[src/rtl/reg_scan_if.sv]
// reg_scan_if: command, bank-read and output-stream signals of the reg_scan sequencer.
// master = the side driving commands, returning bank data and consuming the stream;
// slave  = reg_scan itself.
interface reg_scan_if #(
    parameter int AW    = 7,
    parameter int WIDTH = 16
);
    logic             start;
    logic [AW-1:0]    base_addr;
    logic [AW-1:0]    count;
    logic             rd_en;
    logic [AW-1:0]    rd_addr;
    logic [WIDTH-1:0] rd_data;
    logic [WIDTH-1:0] out_data;
    logic             out_valid;
    logic             out_ready;
    logic             busy;
    logic             done;
    logic [WIDTH-1:0] checksum;

    modport master (
        output start, base_addr, count, rd_data, out_ready,
        input  rd_en, rd_addr, out_data, out_valid, busy, done, checksum
    );

    modport slave (
        input  start, base_addr, count, rd_data, out_ready,
        output rd_en, rd_addr, out_data, out_valid, busy, done, checksum
    );
endinterface

[src/rtl/reg_scan.sv]
// reg_scan: sweeps a wrap-around address range of the register bank and streams the
// words out in address order through a 2-entry skid FIFO.
// Optional feature macro REG_SCAN_CHECKSUM_EN: builds the running output checksum;
// without it checksum is tied to 0.
// A word returning from the bank is presented on the output in the same cycle it
// arrives when the FIFO is empty; if not accepted it is parked in the FIFO, so the
// presented word stays stable under backpressure.
module reg_scan #(
    parameter int DEPTH = 100,
    parameter int WIDTH = 16,
    parameter int AW    = 7
) (
    input logic        clk,
    input logic        reset,
    reg_scan_if.slave  bus
);
    typedef enum logic [1:0] {IDLE, ISSUE, DRAIN, DONE} state_t;

    state_t           state;
    logic [AW-1:0]    n_words;
    logic [AW-1:0]    issue_cnt;
    logic [AW-1:0]    addr;
    logic [AW-1:0]    n_eff;
    logic             inflight;
    logic [WIDTH-1:0] fifo_mem [2];
    logic             wr_ptr;
    logic             rd_ptr;
    logic [1:0]       fifo_cnt;
    logic             head_vld;
    logic             pop;
    logic             fifo_push;
    logic             fifo_pop;
    logic             credit;
    logic             last_issue;
    logic             done_q;
    logic [2:0]       held;

    // Credit/occupancy bookkeeping: "held" is what remains buffered after this cycle's pop.
    always_comb begin
        n_eff      = (bus.count > AW'(DEPTH)) ? AW'(DEPTH) : bus.count;
        head_vld   = (fifo_cnt != 2'd0);
        pop        = (head_vld || inflight) && bus.out_ready;
        held       = {1'b0, fifo_cnt} + {2'b0, inflight} - {2'b0, pop};
        credit     = (held < 3'd2);
        fifo_pop   = pop && head_vld;
        // an arriving word skips the FIFO only when it is consumed straight away
        fifo_push  = inflight && !(pop && !head_vld);
        last_issue = (issue_cnt == n_words - AW'(1));
    end

    assign bus.rd_en     = (state == ISSUE) && credit;
    assign bus.rd_addr   = addr;
    assign bus.out_valid = head_vld || inflight;
    assign bus.out_data  = head_vld ? fifo_mem[rd_ptr] : (inflight ? bus.rd_data : '0);
    assign bus.busy      = (state != IDLE);
    assign bus.done      = done_q;

    // Sweep control: latch the command, issue reads under credit, wait for the last accept.
    always_ff @(posedge clk or negedge reset) begin
        if (!reset) begin
            state     <= IDLE;
            n_words   <= '0;
            issue_cnt <= '0;
            addr      <= '0;
            done_q    <= 1'b0;
        end else begin
            done_q <= 1'b0;
            unique case (state)
                IDLE: if (bus.start) begin
                    n_words   <= n_eff;
                    issue_cnt <= '0;
                    addr      <= bus.base_addr;
                    state     <= (n_eff == '0) ? DONE : ISSUE;
                end
                ISSUE: if (bus.rd_en) begin
                    issue_cnt <= issue_cnt + AW'(1);
                    // address stays on the last read so rd_addr holds once issue stops
                    if (last_issue) state <= DRAIN;
                    else addr <= (addr == AW'(DEPTH - 1)) ? '0 : addr + AW'(1);
                end
                DRAIN: if (held == 3'd0) state <= DONE;
                DONE: begin
                    done_q <= 1'b1;
                    state  <= IDLE;
                end
                default: state <= IDLE;
            endcase
        end
    end

    // In-flight flag and FIFO pointers; reset discards anything still returning.
    always_ff @(posedge clk or negedge reset) begin
        if (!reset) begin
            inflight <= 1'b0;
            wr_ptr   <= 1'b0;
            rd_ptr   <= 1'b0;
            fifo_cnt <= 2'd0;
        end else begin
            inflight <= bus.rd_en;
            if (fifo_push) wr_ptr <= ~wr_ptr;
            if (fifo_pop)  rd_ptr <= ~rd_ptr;
            fifo_cnt <= fifo_cnt + {1'b0, fifo_push} - {1'b0, fifo_pop};
        end
    end

    // FIFO storage needs no reset: fifo_cnt gates every read of it.
    always_ff @(posedge clk) begin
        if (fifo_push) fifo_mem[wr_ptr] <= bus.rd_data;
    end

`ifdef REG_SCAN_CHECKSUM_EN
    logic [WIDTH-1:0] sum_q;

    // Running sum of accepted words, restarted by each accepted start.
    always_ff @(posedge clk or negedge reset) begin
        if (!reset)                          sum_q <= '0;
        else if (state == IDLE && bus.start) sum_q <= '0;
        else if (pop)                        sum_q <= sum_q + bus.out_data;
    end

    assign bus.checksum = sum_q;
`else
    assign bus.checksum = '0;
`endif
endmodule

[src/flat_wrapper.sv]
// flat-port wrapper written by rule: the top's interface ports become plain ports
module reg_scan_flat 
#(
    parameter int DEPTH = 100,
    parameter int WIDTH = 16,
    parameter int AW    = 7
)
  (clk, reset, bus_start, bus_base_addr, bus_count, bus_rd_data, bus_out_ready, bus_rd_en, bus_rd_addr, bus_out_data, bus_out_valid, bus_busy, bus_done, bus_checksum);
  reg_scan_if #(.AW(AW), .WIDTH(WIDTH)) bus_i ();
  input logic clk;
  input logic reset;
  input wire logic [$bits(bus_i.start)-1:0] bus_start;
  input wire logic [$bits(bus_i.base_addr)-1:0] bus_base_addr;
  input wire logic [$bits(bus_i.count)-1:0] bus_count;
  input wire logic [$bits(bus_i.rd_data)-1:0] bus_rd_data;
  input wire logic [$bits(bus_i.out_ready)-1:0] bus_out_ready;
  output wire logic [$bits(bus_i.rd_en)-1:0] bus_rd_en;
  output wire logic [$bits(bus_i.rd_addr)-1:0] bus_rd_addr;
  output wire logic [$bits(bus_i.out_data)-1:0] bus_out_data;
  output wire logic [$bits(bus_i.out_valid)-1:0] bus_out_valid;
  output wire logic [$bits(bus_i.busy)-1:0] bus_busy;
  output wire logic [$bits(bus_i.done)-1:0] bus_done;
  output wire logic [$bits(bus_i.checksum)-1:0] bus_checksum;
  assign bus_i.start = bus_start;
  assign bus_i.base_addr = bus_base_addr;
  assign bus_i.count = bus_count;
  assign bus_i.rd_data = bus_rd_data;
  assign bus_i.out_ready = bus_out_ready;
  assign bus_rd_en = bus_i.rd_en;
  assign bus_rd_addr = bus_i.rd_addr;
  assign bus_out_data = bus_i.out_data;
  assign bus_out_valid = bus_i.out_valid;
  assign bus_busy = bus_i.busy;
  assign bus_done = bus_i.done;
  assign bus_checksum = bus_i.checksum;
  reg_scan #(.DEPTH(DEPTH), .WIDTH(WIDTH), .AW(AW)) u_core (.clk(clk), .reset(reset), .bus(bus_i));
endmodule
[config.mk]
export PLATFORM = sky130hd
export DESIGN_NAME = reg_scan_flat
export DESIGN_NICKNAME = d
export VERILOG_FILES = /design/src/rtl/reg_scan_if.sv /design/src/rtl/reg_scan.sv /design/src/flat_wrapper.sv
export SDC_FILE = /design/constraint.sdc
export NUM_CORES = 1
export LEC_CHECK = 0
export ABC_AREA = 1
export CAP_MARGIN = 20
export CORE_MARGIN = 8
export CORE_UTILIZATION = 47
export DETAILED_ROUTE_END_ITERATION = 7
export GPL_TIMING_DRIVEN = 0
export PLACE_DENSITY = 0.75
export SLEW_MARGIN = 20
export SYNTH_ARGS = -nofsm -noshare
export SYNTH_HDL_FRONTEND = slang
export SYNTH_SLANG_ARGS = --single-unit
export TNS_END_PERCENT = 20
[constraint.sdc]
create_clock -name clk -period 6.1 [get_ports clk]
set_clock_uncertainty 0.15 [all_clocks]
set_input_delay 0.915 -clock clk [delete_from_list [all_inputs] [get_ports clk]]
set_output_delay 0.915 -clock clk [all_outputs]
set_load 0.02 [all_outputs]
* Word-level counts from Yosys, hierarchy flattened
Memory sizes are Yosys's and may differ from the RTL's.
Cells that the tools add are included.
** Operators by class
- Add/sub/neg operators :: 7
- $lt $le $gt $ge :: 2
- Equality and inequality tests :: 10
- Muxes and demuxes :: 20
- Bitwise logic cells :: 2
- Reduce and logical (&&, ||, !) cells :: 18
** Operators with widths (count)
- 2-to-1 mux 7 bit :: 7
- 2-to-1 mux 16 bit :: 2
- one-hot mux 7 bit (2 select lines) :: 2
- adder 7 x 1 -> 7 bit, second input constant :: 2
- 2-to-1 mux 2 bit :: 5
- one-hot mux 2 bit (4 select lines) :: 1
- AND reduction 4 bit :: 2
- equality test 7 bit :: 1
- equality test 7 bit, second input constant :: 1
- > comparator 7 bit, second input constant :: 1
- logical NOT 7 bit :: 1
- subtractor 7 x 1 -> 7 bit, second input constant :: 1
- inequality test 2 x 1 -> 1 bit, second input constant :: 3
- nonzero test 2 bit :: 3
- logical AND 1 bit :: 5
- equality test 2 bit, second input constant :: 2
- inequality test 2 bit, second input constant :: 2
- adder 2 x 1 -> 3 bit :: 1
- logical NOT 3 bit :: 1
- less-than comparator 3 x 2 -> 1 bit, second input constant :: 1
- 2-to-1 mux 1 bit :: 3
- AND reduction 3 bit :: 1
- subtractor 3 x 1 -> 3 bit :: 1
- adder 2 x 1 -> 2 bit :: 1
- 7 further kinds :: 9
** Word-level totals
- Bits in registers :: 29
- RAM bits :: 32
- Input bits :: 34
- Output and inout port bits :: 43
- Logic and storage cells :: 69
- Memories kept :: 1
** Memories
- u_core.fifo_mem :: words 2, bits a word 16, rd ports 1, clocked after Yosys merged registers in 0, wr ports 1, line reg_scan.sv:25 : logic [WIDTH-1:0] fifo_mem [2];

* Logic depth before layout (Yosys ltp)
Gate-level depths: netlist (run 1).
- Depth in word-level cells :: 8
- Depth in mapped cells :: 17
- Mapped depth without buffers :: 16

* Least setup slack after synthesis (run 1)
Ideal clock, no wire load.
- Path kind :: register -> output
- From :: register u_core.fifo_cnt[1]
- To :: output port bus_rd_en
- Data arrival time :: 2.539 ns
- Data required time :: 5.035 ns
- Path slack :: 2.496 ns
- Stages on the path, launching flop included :: 11
- Buffers on the path :: 1
- Path through :: dfrtp_1 nor2_1 clkbuf_1 a21oi_1 ha_1 inv_1 ha_1 fa_1 a21oi_1 nand2_1 nor2_1
** Between the ends
- Longest elaborated chain between the ends :: 6
- Elaborated cells on any way between the ends :: 7
- Classes of those cells :: add/sub (2); order compare (1); reduce/logical (4)
** Ends and longest elaborated chain
- start: declaration :: line reg_scan.sv:28 : logic [1:0] fifo_cnt;
- start signal: assignment :: line reg_scan.sv:102 : fifo_cnt <= fifo_cnt + {1'b0, fifo_push} - {1'b0, fifo_pop};
- parallel branches: the longest is 3 deep, another holds adder 2 x 1 -> 3 bit
- subtractor 3 x 1 -> 3 bit * :: line reg_scan.sv:43 : held = {1'b0, fifo_cnt} + {2'b0, inflight} - {2'b0, pop};
- less-than comparator 3 x 2 -> 1 bit * :: line reg_scan.sv:44 : credit = (held < 3'd2);
- logical AND 1 bit * :: line reg_scan.sv:51 : assign bus.rd_en = (state == ISSUE) && credit;
- end: declaration :: line flat_wrapper.sv:17 : output wire logic [$bits(bus_i.rd_en)-1:0] bus_rd_en;
Mark *: on every way between the ends.

* Worst setup path in the final report (run 1)
Same ends and word-level chain as after synthesis.

==> results.json, run 1 <==
{
  "root_buffer": "clkbuf_8",
  "min_path_type": "flip-flop to flip-flop",
  "regArea_mm2": 0.00169,
  "power_leakage_nw": 1.92,
  "dr.pass1.iters": 4,
  "antenna_found_initial": 0,
  "cts_buffers": 9,
  "rrSetupSlack_ns": 2.48,
  "outcome": "completed",
  "routabilityCongestion": 0.859,
  "tightest_slew_ns": 0.875,
  "ys_top_cells_by_area": "edfxtp_1 (28%), dfrtp_1 (21%), nand2_1 (8.8%)",
  "max_stage_delay_ns": 0.66,
  "ys_seq_area_share_pct": 49.9,
  "clkTransAtPathRegs_ns": 0.07,
  "cts_resized": 0,
  "nets": 517,
  "ys_ff_latch": 61,
  "cp.required_ns": 5.03,
  "crit_type": "flip-flop to output pin",
  "io-pin-count": 77,
  "crit_fanout": 10,
  "cts_setup_buffers": 0,
  "r2r-start": "u_core.fifo_cnt[1]",
  "power_density_mw_per_mm2": 490,
  "layout-drive-gt1-share_pct": 10.7,
  "postSynthCellCount": 384,
  "critical_path.endpoint_type": "output pin",
  "ctsHoldBuffers": 0,
  "die_area_mm2": 0.0102,
  "worst_r2r_path_depth": 14,
  "via_per_inst": 4.87,
  "cpMaxStageDelayCell": "clkdlybuf4s50_1",
  "yosysWarningCount": 0,
  "clock_latency_ns": 0.33,
  "start_util_pct": 47.6,
  "startpoint_type": "flip-flop",
  "grt_util_all_layers_pct": 15.8,
  "grt_setup_unrepaired": "false",
  "die-width_um": 101,
  "fin_tns_setup_ns": 0,
  "grt_pass1_wl_um": 12800,
  "clk_path_buf_depth": 2,
  "portBuffers": 60,
  "drt_iter0_drc": 85,
  "crit_chain": "nor2_1, clkbuf_1, a21oi_1, ha_1, inv_1, ha_1, fa_1, a21oi_1, nand2_1, nor2_1, clkdlybuf4s50_1",
  "multi_input_area_mm2": 0.00145,
  "vdd.ir_drop.worst_mv": 0.269,
  "arrival_ns": 3.83,
  "power.total_mw": 2.14,
  "max_freq_mhz": 204,
  "wl_per_cell_um": 13.6,
  "min_path_cells": 2,
  "netlist_area_mm2": 0.00338,
  "syn_area_per_cell_um2": 8.80,
  "drc": 0,
  "rr_endpoint": "u_core.state[0]",
  "min_period_ns": 4.90,
  "final-max-slew-violation-count": 0,
  "worstHoldEndpoint": "u_core.n_words[6]",
  "htree_num_levels": 3,
  "timing.final.setup_violations": 0,
  "dpl.hpwl_um": 5750,
  "slew_headroom_pct": 41.6,
  "syn_to_final_growth_pct": 29.5,
  "antennaDiodeCount": 0,
  "die_h_um": 101,
  "rows": 31,
  "drv_cap": 0,
  "fillers": 607,
  "overflow": 0,
  "fin_crit_sh_pct": 80.3,
  "vias": 2797,
  "synth_cell_types": 32,
  "core_mm2": 0.00710,
  "clock_sinks": 61,
  "synth_top_area_share_pct": 28.4,
  "grt_max_degree": 30,
  "place_ws_ns": 1.42,
  "finalHoldViolations": 0,
  "hp-start": "u_core.n_words[6]",
  "cts_tree": "yes",
  "wirelength_um": 7800,
  "synth_top_area_cell": "edfxtp_1",
  "ant_nets": 0,
  "grt_pass1_vias": 2767,
  "timing.final.ws_setup_ns": 1.20
}
## registers in the layout, summed over array words and instances, names as in the netlist
name / cells
u_core.bus.done: 1
u_core.bus.rd_addr: 7
u_core.fifo_cnt: 2
u_core.fifo_mem: 32
u_core.inflight: 1
u_core.issue_cnt: 7
u_core.n_words: 7
u_core.rd_ptr: 1
u_core.state: 2
u_core.wr_ptr: 1
## logic make-up (layout without fill, tap and decap cells)
logic type | Yosys count | after routing | share of synthesized area, %
DFF | 61 | 61 | 49.9
other | 1 | 16 | 0.111
xor gates and xnor gates | 13 | 13 | 3.37
buffers and inverters | 65 | 141 | 9.15
and+or+nand+nor | 185 | 185 | 24.0
adders and majority gates | 13 | 13 | 5.04
AOI/OAI and AO/OA | 46 | 46 | 8.44
## synth_stat cells
master and number:
dfrtp_1 29, nand3_1 40, a22oi_1 1, nand3_4 1, ha_1 12, nor3b_2 1, inv_1 38, nor2_2 1
buf_4 16, o21ai_1 1, xnor2_1 4, or2_0 1, o31ai_1 18, nand4_1 1, o21ai_0 19, nor4_1 1
nor2_1 52, nand2_4 2, nor3_1 1, or2_2 2, nand2_1 79, conb_1 1, buf_2 4, o31ai_2 1
nand2_2 2, fa_1 1, inv_2 2, clkbuf_1 5, edfxtp_1 32, a21oi_1 6, xor2_1 9, nor2_4 1
## layer usage
metal | share of wire, % | wire (um) | global-route usage (%)
met3 | 6.3 | 492 | 4.97
met2 | 49 | 3790 | 26.7
met5 | 0 | 0 | 0
met4 | 1.2 | 92 | 4.19
met1 | 44 | 3430 | 18.8
## critical path: cells and delay by family, from the launching register on
kind,cells,cell delay [ns]
AO/OA/AOI/OAI,2,0.25
adder cells (fa/ha/maj),3,0.91
buffers and inverters,3,1.14
flip-flops,1,0.41
AND/OR/NAND/NOR,3,0.77
## worst max path at each step
stage	startpoint	endpoint	slack, ns	cells past startpoint
3_3_place_gp	bus_out_ready	bus_rd_en	1.49	11
2_1_floorplan	u_core.fifo_cnt[1]	bus_rd_en	2.50	10
6_report	u_core.fifo_cnt[1]	bus_rd_en	1.20	11
5_1_grt	u_core.fifo_cnt[1]	bus_rd_en	0.92	11
3_5_place_dp	bus_out_ready	bus_rd_en	1.42	11
4_1_cts	u_core.fifo_cnt[1]	bus_rd_en	1.15	11
## metrics by stage
stage	utilization, %	area [um2]	hold slack [ns]	instances
finish	61.6	4380	0.378	574
global route	61.6	4380	0.429	574
CTS	61.6	4380	0.385	574
detailed placement	58.6	4160	0.368	558
global placement	58.6	4160	0.367	558
floorplan	-	3440	0.323	399
## cell usage in the layout (no fill, tap or decap)
| cell | n |
|---|---|
| a21oi_1 | 6 |
| a22oi_1 | 1 |
| buf_2 | 5 |
| buf_4 | 16 |
| bufinv_16 | 2 |
| clkbuf_1 | 6 |
| clkbuf_8 | 9 |
| clkdlybuf4s50_1 | 59 |
| clkinv_2 | 2 |
| clkinv_4 | 2 |
| conb_1 | 16 |
| dfrtp_1 | 29 |
| edfxtp_1 | 32 |
| fa_1 | 1 |
| ha_1 | 12 |
| inv_1 | 38 |
| inv_2 | 2 |
| nand2_1 | 79 |
| nand2_2 | 2 |
| nand2_4 | 2 |
| nand3_1 | 40 |
| nand3_4 | 1 |
| nand4_1 | 1 |
| nor2_1 | 50 |
| nor2_2 | 3 |
| nor2_4 | 1 |
| nor3_1 | 1 |
| nor3b_2 | 1 |
| nor4_1 | 1 |
| o21ai_0 | 19 |
| o21ai_1 | 1 |
| o31ai_1 | 18 |
| o31ai_2 | 1 |
| or2_0 | 1 |
| or2_2 | 2 |
| xnor2_1 | 4 |
| xor2_1 | 9 |
## layout make-up
class	instances	area share (%)
multi-input cells	273	33.0
repair buffers	60	13.6
clock inverters	6	2.00
inverters	40	3.43
flip-flops and latches	61	38.5
clock buffers	10	2.92
well taps	99	2.83
plain buffers	25	3.63
## power by group
part	internal, mW	switching [mW]
logic	0.449	0.693
registers	0.534	0.0769
clock network	0.230	0.162
total	1.21	0.932
Note: power is estimated with default switching activity, not from simulation.
==> run 2: changes to the inputs <==
clock period = 4.6 ns   (was 6.1 ns; I/O delays follow)
==> run 2 against run 1 <==
Sequential share of layout area shrank 0.077 points. Hold slack got worse by 0.13 ns. Non-clock buffer count is the same. Final area increased by 0.20%. Worst setup slack got worse by 0.85 ns. Critical path depth unchanged. Count of clock-buffer cells in the layout stayed put. Wire length fell by 0.24%. Via count about the same. Register-to-register slack got worse by 1.1 ns. Core utilization up 0.12 points.
==> results.json, run 2 (same netlist as run 1, synthesis figures left out) <==
{
  "ctsHoldBuffers": 0,
  "layout-drive-gt1-share_pct": 11.2,
  "die_area_mm2": 0.0102,
  "mostFrequentLayoutCell": "nand2_1",
  "critPathCapture": "bus_rd_en",
  "overflow": 0,
  "dpl.hpwl_um": 5750,
  "syn_to_final_growth_pct": 29.7,
  "start_util_pct": 47.6,
  "timing.final.setup_violations": 0,
  "clkTransAtPathRegs_ns": 0.07,
  "startpoint_type": "flip-flop",
  "outcome": "completed",
  "worst-path-buf-inv": 3,
  "crit_type": "flip-flop to output pin",
  "drv_cap": 0,
  "min_path_type": "primary input to async pin",
  "dr.pass1.iters": 4,
  "cp.required_ns": 3.76,
  "path_depth": 11,
  "p_sw_mw": 1.24,
  "critical_path.endpoint_type": "output pin",
  "max_freq_mhz": 235,
  "rr_endpoint": "u_core.state[0]",
  "combPwrFrac_pct": 53.2,
  "clock_sinks": 61,
  "rows": 31,
  "drt_iter0_drc": 89,
  "final_cells": 574,
  "io-pin-count": 77,
  "grt_setup_unrepaired": "false",
  "final-max-slew-violation-count": 0,
  "cts_tree": "yes",
  "ant_nets": 0,
  "cpMaxStageDelayCell": "clkdlybuf4s50_1",
  "r2r-start": "u_core.fifo_cnt[1]",
  "grt_pass1_vias": 2767,
  "final_cell_mix": "nand2_1 (79), clkdlybuf4s50_1 (59), nor2_1 (49)",
  "largest_register_ffs": 32,
  "fin_crit_sh_pct": 92.3,
  "wl_per_cell_um": 13.6,
  "grt_util_all_layers_pct": 15.8,
  "antennaDiodeCount": 0,
  "vdd.ir_drop.worst_mv": 0.357,
  "arrival_ns": 3.41,
  "portBuffers": 60,
  "finalHoldViolations": 0,
  "place_inst": 558,
  "switching_share_pct": 43.5,
  "vias": 2796,
  "routabilityCongestion": 0.859,
  "rrSetupSlack_ns": 1.40,
  "grt_pass1_wl_um": 12800,
  "die_h_um": 101,
  "crit_fanout": 10,
  "clock_latency_ns": 0.33,
  "pwr-share-clk_pct": 18.2,
  "antenna_found_initial": 0,
  "fin_tns_setup_ns": 0,
  "via_per_inst": 4.87,
  "wirelength_um": 7780,
  "drc": 0,
  "core_mm2": 0.00710,
  "power_leakage_nw": 1.92,
  "die-width_um": 101,
  "min_period_ns": 4.25,
  "root_buffer": "clkbuf_8",
  "grt_max_degree": 30,
  "crit_path_start": "u_core.fifo_cnt[1]",
  "cp_top_family": "buffers and inverters",
  "p_int_mw": 1.61,
  "htree_num_levels": 3,
  "cts_buffers": 9,
  "tightest_slew_ns": 0.877,
  "crit_chain": "nor2_4, clkbuf_2, a21oi_1, ha_1, inv_1, ha_1, fa_1, a21oi_1, nand2_1, nor2_1, clkdlybuf4s50_1",
  "slew_headroom_pct": 41.5,
  "power_density_mw_per_mm2": 650,
  "worst_r2r_path_depth": 14,
  "max_stage_delay_ns": 0.66,
  "top_register": "u_core.fifo_mem",
  "p_seq_share_pct": 28.6,
  "clk_path_buf_depth": 2,
  "nets": 517,
  "power.total_mw": 2.85
}
[run 2: power groups by stage]
| stage | logic (mW) | registers (mW) | clock network [mW] |
|---|---|---|---|
| finish | 1.52 | 0.815 | 0.520 |
| global route | 1.69 | 0.831 | 0.555 |
| CTS | 1.53 | 0.809 | 0.529 |
| detailed placement | 1.52 | 0.816 | 0 |
| global placement | 1.48 | 0.814 | 0 |
| floorplan | 0.957 | 0.833 | 0 |
[run 2: how the worst min path moves through the flow]
stage / slack [ns] / cells past startpoint / to
after floorplan: 0.24 / 0 / u_core.bus.done
after global placement: 0.37 / 2 / u_core.wr_ptr
after detailed placement: 0.37 / 2 / u_core.n_words[1]
after CTS: 0.25 / 1 / u_core.state[0]
after global routing: 0.28 / 1 / u_core.n_words[4]
final: 0.24 / 1 / u_core.bus.rd_addr[6]
[run 2: layout make-up]
cell class	instances	area, um2
Multi-Input combinational cell	273	1450
Sequential cell	61	1690
Clock buffer	10	128
Fill cell	607	2710
Buffer	25	160
Tap cell	99	124
Timing Repair Buffer	60	596
Inverter	40	150
Clock inverter	6	87.6
[run 2: metrics by stage]
step | hold slack (ns) | instance area, um2 | setup WS (ns) | utilization [%]
3_5_place_dp | 0.368 | 4160 | 0.231 | 58.6
4_1_cts | 0.252 | 4380 | 0.0206 | 61.7
6_report | 0.244 | 4380 | 0.352 | 61.8
2_1_floorplan | 0.244 | 3440 | 1.22 | -
3_3_place_gp | 0.367 | 4160 | 0.319 | 58.6
5_1_grt | 0.282 | 4380 | 0.105 | 61.8
[run 2: routing by layer]
metal	vias up	part of all wire [%]	GRT usage, %
li1	1413	-	-
met1	1304	43	18.8
met2	70	49	26.7
met3	9	6.6	4.97
met4	0	1.1	4.19
met5	-	0	0
[run 2: timing repair]
item / in CTS / in global routing
pin swaps: 0 / 0
setup buffers: 0 / 0
resized for setup: 1 / 3
endpoints found under the setup margin: 1 / 1
==> run 3: changes to the inputs <==
GPL_TIMING_DRIVEN = not set   (was 0)
==> run 3 against run 2 <==
Sequential share of layout area grew 1.1 points. Hold slack improved by 0.14 ns. Final area down 2.7%. Final cell count down 3.5%. Clock power increased by 2%. Largest power group unchanged. Global-route usage hardly changed. Critical path depth unchanged. Non-clock buffer count fell by 20. Total power shrank 1.3%. Maximum frequency is 2.0% higher.
==> results.json, run 3 (same netlist as run 1, synthesis figures left out) <==
{
  "routabilityCongestion": 0.906,
  "wl_per_cell_um": 13.5,
  "die_area_mm2": 0.0102,
  "r2r-start": "u_core.inflight",
  "grtUsageMet1_pct": 18.3,
  "wirelength_um": 7460,
  "path_depth": 11,
  "regArea_mm2": 0.00169,
  "min_path_type": "flip-flop to flip-flop",
  "overflow": 0,
  "grt.met2_usage_pct": 27.4,
  "fin_tns_setup_ns": 0,
  "clock_latency_ns": 0.34,
  "timing.final.setup_violations": 0,
  "slew_headroom_pct": 60.4,
  "antennaDiodeCount": 0,
  "start_util_pct": 47.6,
  "cpMaxStageDelayCell": "clkdlybuf4s50_1",
  "crit_fanout": 3,
  "cts_buffers": 9,
  "outcome": "completed",
  "crit_chain": "clkdlybuf4s50_1, inv_1, a21oi_1, ha_1, inv_1, ha_1, fa_1, a21oi_1, nand2_1, nor2_1, clkdlybuf4s50_1",
  "final-max-slew-violation-count": 0,
  "cts_setup_buffers": 0,
  "final_cells": 554,
  "root_buffer": "clkbuf_8",
  "io-pin-count": 77,
  "ant_nets": 0,
  "final_cell_mix": "nand2_1 (79), clkdlybuf4s50_1 (60), nor2_1 (51)",
  "arrival_ns": 3.32,
  "crit_type": "primary input to output pin",
  "hold-worst-slack_ns": 0.382,
  "cp.required_ns": 3.76,
  "cp_top_family": "buffers and inverters",
  "cts_tree": "yes",
  "fin_crit_sh_pct": 90.5,
  "grt_max_degree": 36,
  "grt_pass1_wl_um": 12900,
  "fillers": 642,
  "rows": 31,
  "dpl.hpwl_um": 5510,
  "grt_setup_unrepaired": "false",
  "nets": 497,
  "vias": 2699,
  "timing.final.ws_setup_ns": 0.436,
  "drt_iter0_drc": 103,
  "drc": 0,
  "vdd.ir_drop.worst_mv": 0.400,
  "multi_input_area_mm2": 0.00144,
  "drv_cap": 0,
  "ctsHoldBuffers": 0,
  "place_inst": 538,
  "place_ws_ns": 0.448,
  "htree_num_levels": 3,
  "min_period_ns": 4.16,
  "die-width_um": 101,
  "critPathCapture": "bus_rd_en",
  "worst-path-buf-inv": 4,
  "use_met3_pct": 4.21,
  "max_freq_mhz": 240,
  "crit_path_start": "bus_out_ready",
  "cts_resized": 0,
  "clock_sinks": 61,
  "rrSetupSlack_ns": 1.63,
  "grt_pass1_vias": 2832,
  "syn_to_final_growth_pct": 26.2,
  "design_area_mm2": 0.00426,
  "finalHoldViolations": 0,
  "power.total_mw": 2.81,
  "utilization_pct": 60.1,
  "clkTransAtPathRegs_ns": 0.07,
  "power_leakage_nw": 1.84,
  "core_mm2": 0.00710,
  "mostFrequentLayoutCell": "nand2_1",
  "rr_endpoint": "u_core.issue_cnt[4]",
  "tightest_slew_ns": 0.594,
  "dpl-instance-area_mm2": 0.00404,
  "power_density_mw_per_mm2": 660,
  "worst_r2r_path_depth": 15,
  "die_h_um": 101,
  "dr.pass1.iters": 5,
  "largest_register_ffs": 32,
  "top_usage_layer": "met2",
  "layout-drive-gt1-share_pct": 7.69,
  "clk_path_buf_depth": 2,
  "portBuffers": 60,
  "max_stage_delay_ns": 0.66,
  "grt_util_all_layers_pct": 15.8,
  "via_per_inst": 4.87,
  "top_register": "u_core.fifo_mem",
  "critical_path.endpoint_type": "output pin",
  "startpoint_type": "primary input",
  "antenna_found_initial": 0
}
==> run 3: where the power goes <==
group          internal (mW)  switching [mW]
clock network          0.307           0.223
logic                  0.582           0.870
registers              0.707           0.125
total                   1.60            1.22
==> run 3: worst register-to-register path, delay by kind of cell (launching register included) <==
kind,cells,cell delay (ns)
buffers and inverters,3,0.43
adder cells (fa/ha/maj),3,0.84
flip-flops,1,0.32
AND/OR/NAND/NOR,5,0.56
AO/OA/AOI/OAI,4,0.56
==> run 3: how the worst min path moves through the flow <==
| stage | cells after the start | slack, ns | endpoint | start |
|---|---|---|---|---|
| 3_5_place_dp | 2 | 0.37 | u_core.n_words[1] | u_core.n_words[1] |
| 4_1_cts | 2 | 0.39 | u_core.n_words[1] | u_core.n_words[1] |
| 2_1_floorplan | 0 | 0.24 | u_core.bus.done | reset |
| 3_3_place_gp | 2 | 0.37 | u_core.n_words[1] | u_core.n_words[1] |
| 5_1_grt | 2 | 0.42 | u_core.n_words[6] | u_core.n_words[6] |
| 6_report | 2 | 0.38 | u_core.n_words[6] | u_core.n_words[6] |
==> run 3: layout make-up <==
type | count | area share, %
Clock inverter | 7 | 2.32
Tap cell | 99 | 2.90
Inverter | 40 | 3.52
Timing Repair Buffer | 65 | 15.0
Sequential cell | 61 | 39.6
Multi-Input combinational cell | 273 | 33.8
Clock buffer | 9 | 2.90
==> run 3: layer usage <==
metal | share of wire [%] | vias to the layer above
met5 | 0 | -
met1 | 42 | 1253
li1 | - | 1368
met2 | 50 | 67
met4 | 1.3 | 0
met3 | 6.5 | 11
